===== config.mk =====
export PLATFORM = sky130hd
export DESIGN_NAME = multi_core_nonce_dispatcher_flat
export DESIGN_NICKNAME = d
export VERILOG_FILES = /design/src/rtl/multi_core_nonce_dispatcher_if.sv /design/src/rtl/multi_core_nonce_dispatcher.sv /design/src/flat_wrapper.sv
export SDC_FILE = /design/constraint.sdc
export NUM_CORES = 2
export LEC_CHECK = 0
export ABC_CLOCK_PERIOD_IN_PS = 24100
export BUFFER_PORTS_ARGS = -buffer_cell sky130_fd_sc_hd__buf_2
export CORE_AREA = 2 2 569 571
export DETAILED_ROUTE_END_ITERATION = 6
export DIE_AREA = 0 0 571 573
export SYNTH_ARGS = -nofsm -noshare
export SYNTH_HDL_FRONTEND = slang
export SYNTH_SLANG_ARGS = --single-unit

===== constraint.sdc =====
create_clock -name clk -period 24.1 [get_ports clk]
set_input_delay 2.41 -clock clk [delete_from_list [all_inputs] [get_ports clk]]
set_output_delay 2.41 -clock clk [all_outputs]
set_load 0.02 [all_outputs]

===== src/rtl/multi_core_nonce_dispatcher_if.sv =====
// Bus between the nonce dispatcher and its array of SHA cores.
// Every core has a start pulse and a nonce going out, and a done pulse and a hash coming back.
interface multi_core_nonce_dispatcher_if #(
  parameter int NUM_CORES = 4,
  parameter int NONCE_W   = 32,
  parameter int HASH_W    = 256
);
  logic [NUM_CORES-1:0]         core_start;
  logic [NUM_CORES*NONCE_W-1:0] core_nonce;
  logic [NUM_CORES-1:0]         core_done;
  logic [NUM_CORES*HASH_W-1:0]  core_hash;

  modport master (
    output core_start,
    output core_nonce,
    input  core_done,
    input  core_hash
  );

  modport slave (
    input  core_start,
    input  core_nonce,
    output core_done,
    output core_hash
  );
endinterface


===== src/rtl/multi_core_nonce_dispatcher.sv =====
// Round-robin nonce dispatcher over NUM_CORES SHA cores, with a target compare and a found/exhausted report.
// Optional macro HASH_COUNT_EN adds a saturating hash_count output that counts accepted results.
module multi_core_nonce_dispatcher #(
  parameter int NUM_CORES = 4,
  parameter int NONCE_W   = 32,
  parameter int HASH_W    = 256
) (
  input  logic                          clk,
  input  logic                          rst,
  input  logic                          start,
  input  logic                          abort,
  input  logic [HASH_W-1:0]             target,
  multi_core_nonce_dispatcher_if.master coreBus,
  output logic                          busy,
  output logic                          found,
  output logic [NONCE_W-1:0]            found_nonce,
  output logic                          exhausted
`ifdef HASH_COUNT_EN
  ,
  output logic [31:0]                   hash_count
`endif
);

  localparam int IDX_W = (NUM_CORES > 1) ? $clog2(NUM_CORES) : 1;

  typedef enum logic [1:0] {
    IDLE      = 2'd0,
    RUN       = 2'd1,
    FOUND     = 2'd2,
    EXHAUSTED = 2'd3
  } state_t;

  state_t                             stateR;
  logic [HASH_W-1:0]                  targetR;
  logic [NONCE_W-1:0]                 counterR;
  logic                               spentR;
  logic [NUM_CORES-1:0]               coreBusyR;
  logic [NUM_CORES-1:0]               coreStartR;
  logic [NUM_CORES-1:0][NONCE_W-1:0]  coreNonceR;
  logic                               busyR;
  logic                               foundR;
  logic [NONCE_W-1:0]                 foundNonceR;
  logic                               exhaustedR;

  logic [NUM_CORES-1:0] doneAcc;
  logic [NUM_CORES-1:0] hashValid;
  logic [NUM_CORES-1:0] coreBusyNext;
  logic [IDX_W-1:0]     freeIdx;
  logic [IDX_W-1:0]     winIdx;
  logic                 haveFree;
  logic                 anyValid;
  logic                 dispatch;
  logic                 spentAll;

  // Accepted results, lowest-index winner and free core, and next per-core busy flags
  always_comb begin
    doneAcc   = coreBus.core_done & coreBusyR & {NUM_CORES{stateR == RUN}};
    hashValid = '0;
    freeIdx   = '0;
    winIdx    = '0;
    haveFree  = 1'b0;
    anyValid  = 1'b0;
    for (int i = NUM_CORES - 1; i >= 0; i--) begin
      hashValid[i] = doneAcc[i] & (coreBus.core_hash[i*HASH_W +: HASH_W] < targetR);
      winIdx       = hashValid[i] ? IDX_W'(i) : winIdx;
      anyValid     = anyValid | hashValid[i];
      freeIdx      = coreBusyR[i] ? freeIdx : IDX_W'(i);
      haveFree     = haveFree | ~coreBusyR[i];
    end
    dispatch     = (stateR == RUN) & ~abort & ~anyValid & ~spentR & haveFree;
    // A dispatch in the same cycle as a done on that core leaves the core busy
    coreBusyNext = (coreBusyR & ~coreBus.core_done)
                 | (dispatch ? (NUM_CORES'(1'b1) << freeIdx) : {NUM_CORES{1'b0}});
    spentAll     = spentR & (coreBusyNext == {NUM_CORES{1'b0}});
  end

  // Search state machine with registered core-side and status outputs
  always_ff @(posedge clk or posedge rst) begin
    if (rst) begin
      stateR      <= IDLE;
      targetR     <= '0;
      counterR    <= '0;
      spentR      <= 1'b0;
      coreBusyR   <= '0;
      coreStartR  <= '0;
      coreNonceR  <= '0;
      busyR       <= 1'b0;
      foundR      <= 1'b0;
      foundNonceR <= '0;
      exhaustedR  <= 1'b0;
    end else begin
      coreStartR <= '0;
      coreBusyR  <= coreBusyNext;
      if (abort) begin
        stateR      <= IDLE;
        coreBusyR   <= '0;
        busyR       <= 1'b0;
        foundR      <= 1'b0;
        foundNonceR <= '0;
        exhaustedR  <= 1'b0;
      end else begin
        case (stateR)
          RUN: begin
            if (anyValid) begin
              stateR      <= FOUND;
              foundR      <= 1'b1;
              foundNonceR <= coreNonceR[winIdx];
              busyR       <= 1'b0;
            end else if (dispatch) begin
              coreStartR[freeIdx] <= 1'b1;
              coreNonceR[freeIdx] <= counterR;
              // The counter parks at its maximum; spentR marks the space as used up
              if (counterR == {NONCE_W{1'b1}}) begin
                spentR <= 1'b1;
              end else begin
                counterR <= counterR + NONCE_W'(1'b1);
              end
            end else if (spentAll) begin
              stateR     <= EXHAUSTED;
              exhaustedR <= 1'b1;
              busyR      <= 1'b0;
            end else begin
              stateR <= RUN;
            end
          end
          IDLE, FOUND, EXHAUSTED: begin
            if (start) begin
              stateR      <= RUN;
              targetR     <= target;
              counterR    <= '0;
              spentR      <= 1'b0;
              busyR       <= 1'b1;
              foundR      <= 1'b0;
              foundNonceR <= '0;
              exhaustedR  <= 1'b0;
            end else begin
              stateR <= stateR;
            end
          end
          default: begin
            stateR <= IDLE;
            busyR  <= 1'b0;
          end
        endcase
      end
    end
  end

  assign coreBus.core_start = coreStartR;
  assign coreBus.core_nonce = coreNonceR;
  assign busy               = busyR;
  assign found              = foundR;
  assign found_nonce        = foundNonceR;
  assign exhausted          = exhaustedR;

`ifdef HASH_COUNT_EN
  logic [31:0] hashCountR;
  logic [4:0]  doneCount;
  logic [32:0] countSum;

  // Number of results accepted this cycle and the widened running sum
  always_comb begin
    doneCount = 5'd0;
    for (int i = 0; i < NUM_CORES; i++) begin
      doneCount = doneCount + {4'd0, doneAcc[i]};
    end
    countSum = {1'b0, hashCountR} + {28'd0, doneCount};
  end

  // Saturating count of accepted results, cleared when a search starts or is aborted
  always_ff @(posedge clk or posedge rst) begin
    if (rst) begin
      hashCountR <= 32'd0;
    end else if (abort) begin
      hashCountR <= 32'd0;
    end else if (stateR != RUN && start) begin
      hashCountR <= 32'd0;
    end else if (stateR == RUN) begin
      hashCountR <= countSum[32] ? 32'hFFFF_FFFF : countSum[31:0];
    end else begin
      hashCountR <= hashCountR;
    end
  end

  assign hash_count = hashCountR;
`endif

endmodule


===== src/flat_wrapper.sv =====
// flat-port wrapper written by rule: the top's interface ports become plain ports
module multi_core_nonce_dispatcher_flat 
#(
  parameter int NUM_CORES = 4,
  parameter int NONCE_W   = 32,
  parameter int HASH_W    = 256
)
  (clk, rst, start, abort, target, busy, found, found_nonce, exhausted, coreBus_core_start, coreBus_core_nonce, coreBus_core_done, coreBus_core_hash);
  multi_core_nonce_dispatcher_if #(.NUM_CORES(NUM_CORES), .NONCE_W(NONCE_W), .HASH_W(HASH_W)) coreBus_i ();
  input  logic clk;
  input  logic rst;
  input  logic start;
  input  logic abort;
  input  logic [HASH_W-1:0] target;
  output logic busy;
  output logic found;
  output logic [NONCE_W-1:0] found_nonce;
  output logic exhausted;
  output wire logic [$bits(coreBus_i.core_start)-1:0] coreBus_core_start;
  output wire logic [$bits(coreBus_i.core_nonce)-1:0] coreBus_core_nonce;
  input wire logic [$bits(coreBus_i.core_done)-1:0] coreBus_core_done;
  input wire logic [$bits(coreBus_i.core_hash)-1:0] coreBus_core_hash;
  assign coreBus_core_start = coreBus_i.core_start;
  assign coreBus_core_nonce = coreBus_i.core_nonce;
  assign coreBus_i.core_done = coreBus_core_done;
  assign coreBus_i.core_hash = coreBus_core_hash;
  multi_core_nonce_dispatcher #(.NUM_CORES(NUM_CORES), .NONCE_W(NONCE_W), .HASH_W(HASH_W)) u_core (.clk(clk), .rst(rst), .start(start), .abort(abort), .target(target), .coreBus(coreBus_i), .busy(busy), .found(found), .found_nonce(found_nonce), .exhausted(exhausted));
endmodule

* Word-level counts from Yosys, hierarchy flattened
Index checks and enable logic that the tools add are counted. Widths: inputs -> output; s select.
Word-level totals: register bits after elaboration 462, bits of input ports 1288, output and inout bits 167, logic and storage cells 132
Operators by class: $add $sub $neg 1, magnitude comparators 7, eq/ne operators 16, shift operators 1, multiplexer cells 54, bitwise gates (word level) 27, reductions and logical operators 12
Operator list (number):
- $lt 256x256->1 | 4
- $mux 32 | 8
- $bwmux 128 | 1
- $pmux 32 s2 | 2
- $bmux 32 s2 | 1
- $demux 32 s2 | 1
- $add 32x1->32 const B | 1
- $eq 32x32->1 const B | 1
- $mux 2 | 13
- $mux 4 | 6
- $mux 1 | 16
- $and 4x4->4 | 3
- $reduce_and 5->1 | 2
- $and 1x1->1 | 9
- $ne 3x3->1 const B | 3
- $ne 2x2->1 const B | 4
- $pmux 1 s2 | 4
- $reduce_and 4->1 | 2
- $not 1->1 | 7
- $lt 2x3->1 const B | 2
- $ne 3x2->1 const B | 2
- $or 1x1->1 | 6
- $reduce_and 3->1 | 2
- $eq 2x2->1 const B | 2
- other kinds (15) | 16

* Longest topological paths before layout
depth after elaboration 19, mapped depth 16, depth with buffers taken out 14

* Worst setup path before layout
OpenSTA, ideal clock, no wires.
path kind in2reg, start input port coreBus_core_hash[959], end register u_core.coreNonceR, in the netlist u_core.coreBus.core_nonce[100], library setup time 0.125 ns, arrival time 5.952 ns, required time 23.975 ns, path slack 18.023 ns, stages 12, buffers on the path 1, cell sequence ha_1 > nand3_1 > or4_4 > or4_1 > nor2_1 > nand4_1 > or3_4 > o31ai_4 > nand4b_4 > nor4_4 > buf_4 > mux2_2
On the way: word-level cells in the longest chain between the ends 10
RTL lines:
- from (decl) | RTL line flat_wrapper.sv:22 | input wire logic [$bits(coreBus_i.core_hash)-1:0] coreBus_core_hash;
- $lt 256x256->1 (*) | RTL line multi_core_nonce_dispatcher.sv:64 | hashValid[i] = doneAcc[i] & (coreBus.core_hash[i*HASH_W +: HASH_W] < targetR);
- $and 1x1->1 (*) | RTL line multi_core_nonce_dispatcher.sv:64
- $or 1x1->1 (*) (3 in a row) | RTL line multi_core_nonce_dispatcher.sv:66 | anyValid = anyValid | hashValid[i];
- $not 1->1 (no source line) (*)
- $and 1x1->1 (3 in a row) | RTL line multi_core_nonce_dispatcher.sv:70 | dispatch = (stateR == RUN) & ~abort & ~anyValid & ~spentR & haveFree;
- $reduce_and 4->1 (no source line) (*)
- to (signal, indexed assignment) | RTL line multi_core_nonce_dispatcher.sv:111 | coreNonceR[freeIdx] <= counterR;
- to (decl) | RTL line multi_core_nonce_dispatcher.sv:39 | logic [NUM_CORES-1:0][NONCE_W-1:0] coreNonceR;
Mark *: on every way between the ends. The rest lies on a longest branch, timed or not. A chain may end at the register's enable or synchronous reset.

* Worst setup path after layout
start input port coreBus_core_hash[1023], end register u_core.coreNonceR, in the netlist u_core.coreBus.core_nonce[126]
Same word-level chain as after synthesis.

==> metrics.txt <==
Sw Share 0.415; asr flop ratio synth 1.00; Worst Hold Launch u_core.found_nonce[20]; Vias per Instance approximately 4.2; CTS sink count 462; register area share after synthesis 0.283; hold path depth 2; Max stage delay on crit path around 1100 ps; clock power share 0.320; FF-to-FF Start u_core.targetR[254]; P_int around 2.0 mW; Syn Nets 6713; reg2reg end u_core.coreBus.core_nonce[126]; die width about 570 um; CTS root buf clkbuf_16; met3 GRT Util 0.0560; post-route ant nets 0; GR peak layer met2; Hold EP u_core.found_nonce[20]; max-cap viol count 0; Clock Path Buffers 4; Post-synth EDFFs 0; total global-route track usage 0.186; register share of total power 0.256; first-pass GRT wire length roughly 400000 um; Final Cycle Share 0.345; relative slew slack 0.137; Post-CTS Setup Inserts 0; drt drc 0; row cnt around 210; total negative setup slack 0 ps; run status finished, final reports clean; delay-heaviest family, CP simple AND/OR/NAND/NOR gates; Mapped Avg Cell Area ~9.3 sq um; Vias ~43000; initial antenna violation count 283; Peak supply drop 0.0454 mV; Routed WL between 300000 and 400000 um; Sequential Area 11600 sq um; post-synthesis cell area 40800 sq um; Buf/Inv on CP 2; post-DP HPWL about 280000 um; #FFs+latches synth 462; share of cells above drive strength 1 0.313; Comb power frac 0.424; placed cell area ~54000 sq um; DIE AREA 327000 sq um; Hold-fix buffers, CTS 0; starting density of the core 0.127; top_reg_cell synth dfrtp_1; largest net degree at the start of global routing 174; final hold violation count 0; switching power between 1 and 1.5 mW; Final Wtd Congestion just over 1; DRT iter0 DRCs 3095; Final min period about 8300 ps; GRT Residual Overflow 0; CP startpoint kind primary input; Final setup viols 0; vias in the first global route 42300; fin nets roughly 8300; TritonCTS buffer count 71; Initial DRT Pass Iterations 7; maximum achievable frequency 0.120 GHz; worst endpoint required time about 25000 ps; IO Port Bufs between 1000 and 1500; # resized after CTS 0; pwr dens about 61 nW/um^2; Wirelength per Cell about 30 um; clk_skew 59.3 ps; CTS tree done; Leak between 20 and 30 nW; Synth Warn # 0; Non-Filler Instances about 10000; Worst R2R Path Depth 13; Clk pin slew, worst setup/hold paths approximately 60 ps; cell mode on critical path nand4_1; H-tree Lvls 3; critical path peak fanout 34; Yosys cell types between 70 and 80; R2R Setup Slk 17020 ps; die height 573 um; met1 GRT Util 0.211; worst slew pin tran roughly 1300 ps; Worst-Skew Late Latency between 700 and 800 ps; Cell Chain, Critical Path buf_2 > ha_1 > nand4_1 > nor4_2 > nand4_1 > nor4_2 > nand4_1 > or3_4 > o31ai_4 > nand4b_4 > nor4_4 > buf_4 > mux2_2; Boundary Pins ~1500; grt met2 use 0.315; Post-Syn Instances 4404; area grow syn2layout 39.2%; CP max stage cell nor4_2; Fill cells between 30000 and 40000; Inst Count DP between 10000 and 15000; critical path class in2reg; CP Data Arrival Time 8950 ps; Finished Cell Area roughly 57000 sq um; CP endpoint kind register; RSZ-0062 raised after global routing no; Multi-input gate area ~28000 sq um; hold crit path type reg2reg; Final Max Slew Viols 0; CORE AREA ~320000 sq um
-- per-stage QoR --
stage | utilization | total power [mW] | setup WS (ps) | hold WS (ps)
floorplan | - | 1.62 | 8810 | 485
detailed placement | 0.169 | 2.37 | 14710 | 483
global route | 0.177 | 3.69 | 15390 | 524
global placement | 0.169 | 2.36 | 14810 | 466
finish | 0.177 | 3.44 | 15780 | 492
CTS | 0.177 | 3.52 | 15530 | 502
-- synthesized netlist by cell type, types with 56 or more instances --
cell | n | area share
mux2i_1 | 74 | 0.018
nand4_1 | 184 | 0.028
dfrtp_1 | 462 | 0.28
inv_1 | 277 | 0.025
nor2_1 | 144 | 0.013
nand2_1 | 497 | 0.046
nor3_1 | 56 | 0.0069
nand3_1 | 105 | 0.013
clkbuf_1 | 73 | 0.0067
mux2_2 | 126 | 0.035
o21ai_0 | 391 | 0.048
ha_1 | 1021 | 0.31
a21o_1 | 177 | 0.033
a21oi_1 | 339 | 0.042
-- worst reg2reg max path: cells and delay by family (launching register included) --
| kind | cells | cell delay (ps) |
|---|---|---|
| buffers and inverters | 2 | 700 |
| flip-flops | 1 | 320 |
| AO/OA/AOI/OAI | 1 | 360 |
| AND/OR/NAND/NOR | 8 | 4750 |
| multiplexers | 1 | 450 |
| adder cells (fa/ha/maj) | 1 | 330 |
-- registers in the layout, indices dropped and copies added, names as in the netlist --
signal / cells
u_core.coreBus.core_nonce: 128
u_core.targetR: 256
u_core.found: 1
u_core.counterR: 32
u_core.coreBusyR: 4
u_core.found_nonce: 32
u_core.exhausted: 1
u_core.stateR: 2
u_core.spentR: 1
u_core.busy: 1
u_core.coreBus.core_start: 4
-- worst max-delay path by stage --
stage | depth (start not counted) | start | endpoint | slack [ps]
floorplan | 1 | rst | u_core.busy | 8810
global placement | 14 | coreBus_core_hash[959] | u_core.coreBus.core_nonce[99] | 14810
detailed placement | 14 | coreBus_core_hash[959] | u_core.coreBus.core_nonce[99] | 14710
CTS | 14 | coreBus_core_hash[959] | u_core.coreBus.core_nonce[126] | 15530
global route | 14 | coreBus_core_hash[1023] | u_core.coreBus.core_nonce[117] | 15390
finish | 13 | coreBus_core_hash[1023] | u_core.coreBus.core_nonce[126] | 15780
-- cells by family (layout without fill, tap and decap cells) --
| logic type | Yosys count | count (layout) | share of synthesized area |
|---|---|---|---|
| xor+xnor | 5 | 5 | 0.00107 |
| flops | 462 | 462 | 0.283 |
| mux | 200 | 200 | 0.0529 |
| compound gates | 1163 | 1163 | 0.174 |
| fa+ha+maj | 1021 | 1021 | 0.313 |
| buf+inv | 376 | 1971 | 0.0357 |
| simple gates | 1177 | 1177 | 0.141 |
| other cells | 0 | 107 | 0 |
-- power groups by stage --
stage	sequential (mW)	combinational (mW)	clock, mW
2_1_floorplan	0.891	0.734	0
3_3_place_gp	0.891	1.47	0
3_5_place_dp	0.893	1.48	0
4_1_cts	0.879	1.49	1.15
5_1_grt	0.887	1.63	1.17
6_report	0.880	1.46	1.10
-- layer usage --
metal	vias up	share of wire
met5	-	0.0031
met4	150	0.055
met3	716	0.086
met2	2184	0.47
met1	20500	0.38
li1	19800	-
-- cells in the final DEF, fill, tap and decap left out, types with 113 or more instances in the layout --
cell type / n
mux2_2: 126
inv_1: 276
ha_1: 1021
nand2_1: 497
dfrtp_1: 462
nand4_1: 184
a21oi_1: 336
buf_4: 113
buf_2: 1454
nor2_1: 143
a21o_1: 177
o21ai_0: 388
-- final cells by class --
class,instances,area share
Multi-Input combinational cell,3566,0.493
Sequential cell,462,0.203
Timing Repair Buffer,1570,0.144
Tap cell,4305,0.0948
Clock buffer,91,0.0352
Inverter,277,0.0184
Clock inverter,33,0.00630
Antenna cell,107,0.00471
Power figures use the tool's default switching activity.
